===== src/rtl/tx_engine_pkg.sv =====
// Shared frame constants, state/parity encodings and frame builder
// for the serial transmit engine.
package tx_engine_pkg;

  localparam int FRAME_LEN = 11;
  localparam int CNT_W     = 4;

  typedef enum logic {
    ST_IDLE  = 1'b0,
    ST_SHIFT = 1'b1
  } state_e;

  typedef enum logic {
    PAR_EVEN = 1'b0,
    PAR_ODD  = 1'b1
  } par_e;

  // Bit 0 is the start bit; unused tail positions stay at the stop level.
  function automatic logic [FRAME_LEN-1:0] build_frame(
    input logic [7:0] d,
    input logic       eight,
    input logic       pen,
    input par_e       sense
  );
    logic [7:0]           dat;
    logic                 par;
    logic [FRAME_LEN-1:0] f;
    dat    = eight ? d : {1'b0, d[6:0]};
    par    = (^dat) ^ (sense == PAR_ODD);
    f      = '1;
    f[0]   = 1'b0;
    f[7:1] = d[6:0];
    if (eight) begin
      f[8] = d[7];
      if (pen) f[9] = par;
    end else if (pen) begin
      f[8] = par;
    end
    return f;
  endfunction

endpackage


===== src/rtl/tx_engine_bit_timer.sv =====
// Bit-period timer: one-cycle done pulse every baud_k+1 cycles
// while enabled; count held at zero when disabled.
module bit_timer #(
  parameter int KW = 19
) (
  input  logic          clk,
  input  logic          rst,
  input  logic          en,
  input  logic [KW-1:0] baud_k,
  output logic          done
);

  logic [KW-1:0] cnt_q, cnt_d;

  assign done = en && (cnt_q == baud_k);

  always_comb begin
    cnt_d = '0;
    if (en && !done) cnt_d = cnt_q + 1'b1;
  end

  always_ff @(posedge clk) begin
    if (rst) cnt_q <= '0;
    else     cnt_q <= cnt_d;
  end

endmodule


===== src/rtl/tx_engine.sv =====
// Serial transmit engine: start bit, 7/8 data bits, optional parity,
// stop-level fill to a fixed 11-bit frame.
module tx_engine
  import tx_engine_pkg::*;
#(
  parameter int KW = 19
) (
  input  logic          clk,
  input  logic          rst,
  input  logic          load,
  input  logic [7:0]    D,
  input  logic [KW-1:0] baud_k,
  input  logic          eight,
  input  logic          pen,
  input  logic          ohel,
  output logic          tx,
  output logic          txrdy
);

  state_e               state_q, state_d;
  logic [FRAME_LEN-1:0] shreg_q, shreg_d;
  logic [CNT_W-1:0]     bitcnt_q, bitcnt_d;
  logic [KW-1:0]        baud_q, baud_d;
  logic                 tx_q, tx_d;
  logic                 txrdy_q, txrdy_d;
  logic                 bit_done;
  logic [FRAME_LEN-1:0] frame;

  assign frame = build_frame(D, eight, pen, par_e'(ohel));

  bit_timer #(.KW(KW)) u_timer (
    .clk    (clk),
    .rst    (rst),
    .en     (state_q == ST_SHIFT),
    .baud_k (baud_q),
    .done   (bit_done)
  );

  always_comb begin
    state_d  = state_q;
    shreg_d  = shreg_q;
    bitcnt_d = bitcnt_q;
    baud_d   = baud_q;
    tx_d     = tx_q;
    unique case (state_q)
      ST_IDLE: begin
        tx_d = 1'b1;
        if (load) begin
          state_d  = ST_SHIFT;
          shreg_d  = {1'b1, frame[FRAME_LEN-1:1]};
          bitcnt_d = '0;
          baud_d   = baud_k;
          tx_d     = frame[0];
        end
      end
      ST_SHIFT: begin
        if (bit_done) begin
          if (bitcnt_q == CNT_W'(FRAME_LEN - 1)) begin
            state_d = ST_IDLE;
            tx_d    = 1'b1;
          end else begin
            tx_d     = shreg_q[0];
            shreg_d  = {1'b1, shreg_q[FRAME_LEN-1:1]};
            bitcnt_d = bitcnt_q + 1'b1;
          end
        end
      end
      default: state_d = ST_IDLE;
    endcase
    txrdy_d = (state_d == ST_IDLE);
  end

  always_ff @(posedge clk) begin
    if (rst) begin
      state_q  <= ST_IDLE;
      shreg_q  <= '0;
      bitcnt_q <= '0;
      baud_q   <= '0;
      tx_q     <= 1'b1;
      txrdy_q  <= 1'b1;
    end else begin
      state_q  <= state_d;
      shreg_q  <= shreg_d;
      bitcnt_q <= bitcnt_d;
      baud_q   <= baud_d;
      tx_q     <= tx_d;
      txrdy_q  <= txrdy_d;
    end
  end

  assign tx    = tx_q;
  assign txrdy = txrdy_q;

endmodule


===== config.mk =====
export PLATFORM = sky130hd
export DESIGN_NAME = tx_engine
export DESIGN_NICKNAME = d
export VERILOG_FILES = /design/src/rtl/tx_engine_pkg.sv /design/src/rtl/tx_engine_bit_timer.sv /design/src/rtl/tx_engine.sv
export SDC_FILE = /design/constraint.sdc
export NUM_CORES = 1
export LEC_CHECK = 0
export ABC_CLOCK_PERIOD_IN_PS = 2200
export BUFFER_PORTS_ARGS = -buffer_cell sky130_fd_sc_hd__buf_2
export CAP_MARGIN = 0
export CORE_AREA = 5 5 74 76
export CTS_CLUSTER_DIAMETER = 30
export DETAILED_ROUTE_END_ITERATION = 8
export DIE_AREA = 0 0 79 81
export PLACE_DENSITY = 0.77
export REMOVE_ABC_BUFFERS = 1
export SETUP_SLACK_MARGIN = 0.05
export SKIP_CTS_REPAIR_TIMING = 1
export SKIP_LAST_GASP = 1
export SLEW_MARGIN = 20
export SYNTH_ARGS = -nofsm -noshare
export SYNTH_HDL_FRONTEND = slang
export SYNTH_SLANG_ARGS = --single-unit

===== constraint.sdc =====
create_clock -name clk -period 2.2 [get_ports clk]
set_input_delay 0.11 -clock clk [delete_from_list [all_inputs] [get_ports clk]]
set_output_delay 0.11 -clock clk [all_outputs]
set_load 0.02 [all_outputs]

## Word level (Yosys, flattened, before mapping)

Cells that the tools add are included.

| word-level totals | value |
|---|---|
| bits of input ports | 33 |
| logic and storage cells | 45 |
| output and inout port bits | 2 |
| flip-flop bits (word level) | 56 |

| cells by class | value |
|---|---|
| reduce and logical (&&, ||, !) cells | 7 |
| bitwise gates (word level) | 4 |
| muxes and demuxes | 20 |
| equal/unequal tests | 5 |
| $add $sub $neg | 2 |

Operators by type and width:

| kind | number |
|---|---|
| $mux 11 | 3 |
| $pmux 11 s2 | 1 |
| $add 19x1->19 const B | 1 |
| $eq 19x19->1 | 1 |
| $mux 4 | 3 |
| $mux 1 | 9 |
| $mux 8 | 1 |
| $pmux 4 s2 | 1 |
| $reduce_xor 8->1 | 1 |
| $add 4x1->4 const B | 1 |
| $eq 4x4->1 const B | 1 |
| $ne 2x2->1 const B | 2 |
| $pmux 1 s2 | 2 |
| $not 1->1 | 3 |
| $reduce_and 3->1 | 1 |
| $logic_and 1x1->1 | 2 |
| $ne 2x1->1 const B | 1 |
| $reduce_and 2->1 | 1 |
| $reduce_or 2->1 | 1 |
| $logic_not 1->1 | 1 |
| $xor 1x1->1 | 1 |

## Longest topological paths before layout

Gate-level depths: netlist (run 1).

| logic depth | value |
|---|---|
| word-level depth | 7 |
| gate-level depth with buffers | 8 |
| depth with buffers taken out | 7 |

## Hierarchy

A second synthesis (run 1) with hierarchy kept.

| second synthesis, totals | value |
|---|---|
| cells, all modules | 324 |
| area, all modules | 2783.9 um^2 |

Modules (own cells, without submodules):

| module | area each (um^2) | instances | cells each | seq. area each (um^2) |
|---|---|---|---|---|
| tx_engine | 1549.0 | 1 | 181 | 740.7 |
| bit_timer | 1234.9 | 1 | 143 | 380.4 |

## Worst setup path after synthesis (run 1)

Ideal clock, no wire load.

| timing path | value |
|---|---|
| kind | register -> register |
| start point | register u_timer.cnt_q[5] |
| end point | register u_timer.cnt_q[16] |
| required time | 2.085 ns |
| arrival | 1.788 ns |
| cell stages (with the launch flop) | 8 |
| setup time | 0.115 ns |
| path buffers | 1 |
| setup slack | 0.297 ns |
| path through | dfxtp_1 > xor2_1 > nor4_2 > nand4_2 > or4_4 > nand3_4 > buf_12 > nor2_2 |

| on the way | value |
|---|---|
| longest elaborated chain between the ends | 6 |

Ends and longest elaborated chain:

| item | line | text |
|---|---|---|
| start: declaration | tx_engine_bit_timer.sv:13 | `logic [KW-1:0] cnt_q, cnt_d;` |
| start signal: assignment | tx_engine_bit_timer.sv:24 | `else cnt_q <= cnt_d;` |
| branches (longest 6 deep; another with $add 19x1->19) | - |  |

Parallel ways; which one is timed is not known.
A chain may end at the register's enable or synchronous reset.

## Worst setup path after layout (run 1)

| timing path | value |
|---|---|
| start point | register u_timer.cnt_q[7] |
| end point | register tx_q, in the netlist tx |

| on the way | value |
|---|---|
| longest elaborated chain between the ends | 3 |

Ends and longest elaborated chain:

| item | line | text |
|---|---|---|
| $eq 19x19->1 | tx_engine_bit_timer.sv:15 | `assign done = en && (cnt_q == baud_k);` |
| $logic_and 1x1->1 | tx_engine_bit_timer.sv:15 |  |
| $ne 2x1->1 (no line) | - |  |
| end signal: assignment | tx_engine.sv:86 | `tx_q <= tx_d;` |
| end: declaration | tx_engine.sv:24 | `logic tx_q, tx_d;` |

Every way passes these cells.

==> results.toml, run 1 <==
[place]
place_ws_ps = 108
gp_congestion = 0.779
port_buffers = 34
hpwl_um = 3790

[detailed_routing]
drcViolationCount = 0
dr.first_iter.drc_count = 70
wl_per_cell_um = 13.1
postRouteAntennaNets = 0
vias = 2118
drt-total-wl_um = 5130
via_per_inst = 5.40
first_pass_iters = 4

[worst_setup_path]
max_stage_delay_ps = 430
cp_top_family = "simple AND/OR/NAND/NOR gates"
path_buf_inv = 1
cp_slowest_cell = "or3_2"
reg2reg_to = "tx$_SDFFE_PP1P_"
endpoint_kind = "flop"
cp_max_fo = 5
r2r_setup_slack_ps = 160
r2r-start = "u_timer.cnt_q[7]$_SDFF_PP0_"
cp_cell_sequence = "xor2_1 -> nor4_4 -> nand4_2 -> buf_4 -> or3_2 -> a31o_2"
worst_ep_arrival_time_ps = 2260
required_ps = 2420
startpoint = "u_timer.cnt_q[7]$_SDFF_PP0_"
worst-r2r-cell-count = 6
worst_setup_path_start_kind = "flop"
crit_type = "reg -> reg"

[synth]
yosysWarnings = 0
synth.most_common_cell = "dfxtp_1"
yosysUniqueCellTypes = 39
yosys-top-cells-area = "dfxtp_1 (43%), xor2_1 (10%), nand2_1 (7.1%)"
syn_area_mm2 = 0.00261
synth_edf_count = 0
async_flop_share_pct = 0
yosysSeqAreaShare_pct = 43.0
synth_cells = 294
ys_seq_elements = 56
synth_top_area_share_pct = 43.0
synthFlopType = "dfxtp_1"
yosysTopAreaCell = "dfxtp_1"
synth.avg_cell_area_um2 = 8.87
synth_commonest_cells = "dfxtp_1 (56), nand2_1 (49), xor2_1 (31)"

[power_and_ir_drop]
power_mw = 1.94
powerDensity_mw_per_mm2 = 647
p_leak_nw = 1.26
power_switching_mw = 0.511
netSwitchingFraction_pct = 26.4
clkPwrFrac_pct = 28.5
irDropWorstVdd_mv = 0.408
combPwrFrac_pct = 15.2
seqPwrFrac_pct = 56.3
internal-power_mw = 1.43

[grt]
grt_start_max_net_pins = 23
antenna_found_initial = 0
grt_pass1_vias = 2025
grt_overflow_total = 0
grt_first_pass_wirelength_um = 8980
grt_util_all_layers_pct = 17.7

[floorplanning]
core_area_mm2 = 0.00466
dieArea_mm2 = 0.00640
rows = 25
die_w_um = 79
initial_core_util_pct = 56.0
die_h_um = 81
io_pins = 35

[timing]
tns_ps = 0
finalHoldViolations = 0
period_share_pct = 92.9
rsz0062_at_grt = "false"
fin_skew_ps = 13.6
fin_hold_ws_ps = 24.7
finalSetupViolCount = 0
slew_viol_final = 0
setup_ws_ps = 155
min_period_ps = 2040
relSlewSlack_pct = 71.0
tightest_slew_ps = 435
fmax_mhz = 489

[min_path]
min_to = "baud_q[3]$_SDFFE_PP0P_"
hp-class = "in -> reg"
worstHoldStart = "baud_k[3]"
hold_depth = 3

[cts]
htreeDepth = 2
cts_tree = "done"
cts.sinks = 56
cts_buffer_depth = 2
clkTransAtPathRegs_ps = 100
insertion_delay_ps = 310
cts_root_buffer = "clkbuf_8"
cts_buffers = 5

[status]
outcome = "complete, no violations"

[final_layout]
fin_nets = 373
nFillCells = 396
post-route-util_pct = 64.2
syn2layout_area_growth_pct = 14.8
drive_gt1_share_pct = 23.7
diodes = 0

[run]
max-cap-violations = 0
## registers in the layout, summed over array words and instances (netlist names)
signal and cells:
shreg_q 11, tx 1, bitcnt_q 4, txrdy 1, baud_q 19, u_timer.cnt_q 19
state_q 1
## cell usage in the layout (no fill, tap or decap), drive strengths merged
cell,instances
and4,1
dfxtp,56
and2,1
nand2b,1
buf,48
o21a,2
a311oi,2
o211a,1
mux2i,8
ha,3
xor2,31
xnor2,13
or3,3
and3,3
nor4,4
clkinv,1
nand4b,1
a32o,1
a21oi,22
a211o,1
a211oi,8
nand2,49
inv,6
nand3b,2
a31o,2
nor3,4
nor2,37
nand4,5
clkbuf,7
nor2b,2
o21ai,2
nand3,10
or4,1
## worst register-to-register path, delay by kind of cell (launching register included)
kind	cells	cell delay [ps]
and+or+nand+nor	3	960
DFF	1	360
AOI/OAI and AO/OA	1	250
buffers and inverters	1	200
xor gates and xnor gates	1	180
## worst max-delay path by stage
stage / end / slack (ps) / cells after the start
after floorplan: bitcnt_q[3]$_SDFFE_PP0P_ / 150 / 4
after global placement: u_timer.cnt_q[11]$_SDFF_PP0_ / 120 / 6
after detailed placement: u_timer.cnt_q[10]$_SDFF_PP0_ / 110 / 6
after CTS: u_timer.cnt_q[10]$_SDFF_PP0_ / 90 / 6
after global routing: state_q$_SDFF_PP0_ / 80 / 6
final: tx$_SDFFE_PP1P_ / 160 / 6
## layer usage
metal | GRT usage [%] | vias up | wire, µm
li1 | - | 1073 | -
met5 | 0 | - | 0
met1 | 22.0 | 979 | 2270
met2 | 29.1 | 54 | 2430
met3 | 4.55 | 12 | 285
met4 | 7.73 | 0 | 153
## power by group through the flow
stage	combinational (mW)	sequential (mW)	clock (mW)
finish	0.294	1.09	0.551
global route	0.328	1.10	0.619
CTS	0.285	1.09	0.575
detailed placement	0.284	1.11	0
global placement	0.278	1.11	0
floorplan	0.178	1.11	0
## cell type report
type | instances | area [µm²] | area share, %
clock buffer | 7 | 76.3 | 2.55
timing repair buffer | 48 | 288 | 9.61
clock inverter | 1 | 8.76 | 0.293
inverter | 6 | 22.5 | 0.752
multi-input combinational | 220 | 1410 | 47.0
sequential | 56 | 1120 | 37.5
tap | 54 | 67.6 | 2.26
## logic make-up after synthesis
| kind of cell | Yosys count | share of synthesized area [%] |
|---|---|---|
| AOI/OAI and AO/OA | 41 | 10.1 |
| xor gates and xnor gates | 44 | 14.8 |
| adders and majority gates | 3 | 1.44 |
| buffers and inverters | 19 | 3.45 |
| DFF | 56 | 43.0 |
| muxes | 8 | 3.07 |
| and+or+nand+nor | 123 | 24.2 |
## stage by stage
stage / cells / cell area (µm²)
after floorplan: 281 / 2540
after global placement: 380 / 2870
after detailed placement: 380 / 2870
after CTS: 388 / 2960
after global routing: 392 / 2990
final: 392 / 2990
(Power assumes the default switching activity.)
==> run 2, diff against run 1 <==
--- a/config.mk
+++ b/config.mk
@@ -12,12 +12,13 @@
 export CTS_CLUSTER_DIAMETER = 30
 export DETAILED_ROUTE_END_ITERATION = 8
 export DIE_AREA = 0 0 79 81
+export HOLD_SLACK_MARGIN = 0.06
 export PLACE_DENSITY = 0.77
 export REMOVE_ABC_BUFFERS = 1
 export SETUP_SLACK_MARGIN = 0.05
 export SKIP_CTS_REPAIR_TIMING = 1
 export SKIP_LAST_GASP = 1
-export SLEW_MARGIN = 20
+export SLEW_MARGIN = 40
 export SYNTH_ARGS = -nofsm -noshare
 export SYNTH_HDL_FRONTEND = slang
 export SYNTH_SLANG_ARGS = --single-unit
==> run 2 against run 1 <==
Via count up 2.9%. Count of clock-buffer cells in the layout stayed put. Sequential power is essentially flat. Sequential share of layout area shrank 2.2 points. Die area is the same. Register-to-register slack is essentially flat. Setup slack better by 1.4 ps. Total power up 2.0%. Clock power grew 1%. Largest cell class unchanged.
==> results.toml, run 2 (synthesis gave the netlist of run 1 again) <==
[status]
outcome = "complete, no violations"

[final_layout]
diodes = 0
drive_gt1_share_pct = 22.4
final_common_cell = "dfxtp_1"
syn2layout_area_growth_pct = 22.1
fin_area_mm2 = 0.00318
largestRegisters = "baud_q: 19 flops, u_timer.cnt_q: 19 flops, shreg_q: 11 flops"
mostFrequentLayoutCells = "dfxtp_1 (54), nand2_1 (49), buf_2 (34)"
post-route-util_pct = 68.3
fin_nets = 392

[timing]
fin_skew_ps = 14.6
fmax_mhz = 489
rsz0062_at_grt = "false"
tightest_slew_ps = 441
tns_ps = 0
period_share_pct = 92.9
finalSetupViolCount = 0
relSlewSlack_pct = 70.6
slew_viol_final = 0
finalHoldViolations = 0
min_period_ps = 2040

[detailed_routing]
postRouteAntennaNets = 0
drcViolationCount = 0
dr_wl_met3_um = 217
wl_met2_um = 2600
via_per_inst = 5.30
drt-total-wl_um = 5460
wl_per_cell_um = 13.3
drt-met1-wl_um = 2490
top_layer = "met4"
first_pass_iters = 4
dr.first_iter.drc_count = 80
vias = 2180

[floorplanning]
initial_core_util_pct = 56.0
core_area_mm2 = 0.00466
io_pins = 35
dieArea_mm2 = 0.00640
die_w_um = 79
rows = 25
die_h_um = 81

[cts]
cts.sinks = 56
insertion_delay_ps = 310
cts_buffer_depth = 2
cts_tree = "done"
htreeDepth = 2
clkTransAtPathRegs_ps = 100
cts_root_buffer = "clkbuf_8"
cts_buffers = 5

[worst_setup_path]
cp_slowest_cell = "or3_2"
worst_ep_arrival_time_ps = 2260
cp_cell_sequence = "xor2_1 -> nor4_2 -> nand4_2 -> buf_4 -> or3_2 -> a31o_2"
required_ps = 2420
cp_top_family = "simple AND/OR/NAND/NOR gates"
crit_type = "reg -> reg"
cp.depth = 6
reg2reg_to = "tx$_SDFFE_PP1P_"
worst_setup_path_start_kind = "flop"
max_stage_delay_ps = 430
r2r-start = "baud_q[5]$_SDFFE_PP0P_"
cp-endpoint = "tx$_SDFFE_PP1P_"
worst-r2r-cell-count = 6
path_buf_inv = 1
cp_max_fo = 5
r2r_setup_slack_ps = 160
endpoint_kind = "flop"
startpoint = "baud_q[5]$_SDFFE_PP0P_"

[grt]
grt_pass1_vias = 2025
antenna_found_initial = 0
grt_overflow_total = 0
grt_first_pass_wirelength_um = 8980
grt_start_max_net_pins = 23
grt_util_all_layers_pct = 17.7

[place]
port_buffers = 34
postPlaceCellArea_mm2 = 0.00287
hpwl_um = 3790
gp_congestion = 0.779

[power_and_ir_drop]
p_leak_nw = 1.34
irDropWorstVdd_mv = 0.419
power_mw = 1.98
powerDensity_mw_per_mm2 = 620

[min_path]
hp-class = "in -> reg"

[run]
max-cap-violations = 0
run 2: cell types whose count changed in the layout (fill, tap and decap cells not counted), sizes merged:
cell / previous run / this run
dlygate4sd3: 0 / 19
run 2: how the worst min path moves through the flow:
stage / cells past startpoint / start / to / slack [ps]
after floorplan: 1 / rst / baud_q[0]$_SDFFE_PP0P_ / 180
after global placement: 3 / baud_k[12] / baud_q[12]$_SDFFE_PP0P_ / 350
after detailed placement: 3 / baud_k[12] / baud_q[12]$_SDFFE_PP0P_ / 360
after CTS: 3 / baud_k[0] / baud_q[0]$_SDFFE_PP0P_ / 20
after global routing: 3 / D[3] / shreg_q[3]$_SDFFE_PP0P_ / 150
final: 3 / D[6] / shreg_q[6]$_SDFFE_PP0P_ / 140
run 2: final cells by class:
cell class	instances	area, µm²
fill	354	1480
multi-input combinational	220	1410
sequential	56	1120
timing repair buffer	67	478
clock buffer	7	76.3
tap	54	67.6
inverter	6	22.5
clock inverter	1	8.76
run 2: worst min-delay path: cells and delay by family:
family / cells / cell delay, ps
buffers and inverters: 1 / 110
AO/OA/AOI/OAI: 1 / 80
multiplexers: 1 / 120
run 2: power breakdown:
part | internal (mW) | switching (mW) | total (mW)
Clock | 0.229 | 0.330 | 0.559
Sequential | 1.06 | 0.0326 | 1.09
Combinational | 0.160 | 0.165 | 0.325
run 2: stage by stage:
step                hold slack (ps)  setup slack, ps  cells
floorplan                       179              146    281
global placement                352              124    380
detailed placement              356              108    380
CTS                            15.7             92.3    388
global route                    154             95.0    411
finish                          144              157    411
run 2: routing by layer:
metal / vias up / track usage (%)
li1: 1109 / -
met1: 1016 / 22.0
met2: 43 / 29.1
met3: 12 / 4.55
met4: 0 / 7.73
met5: - / 0
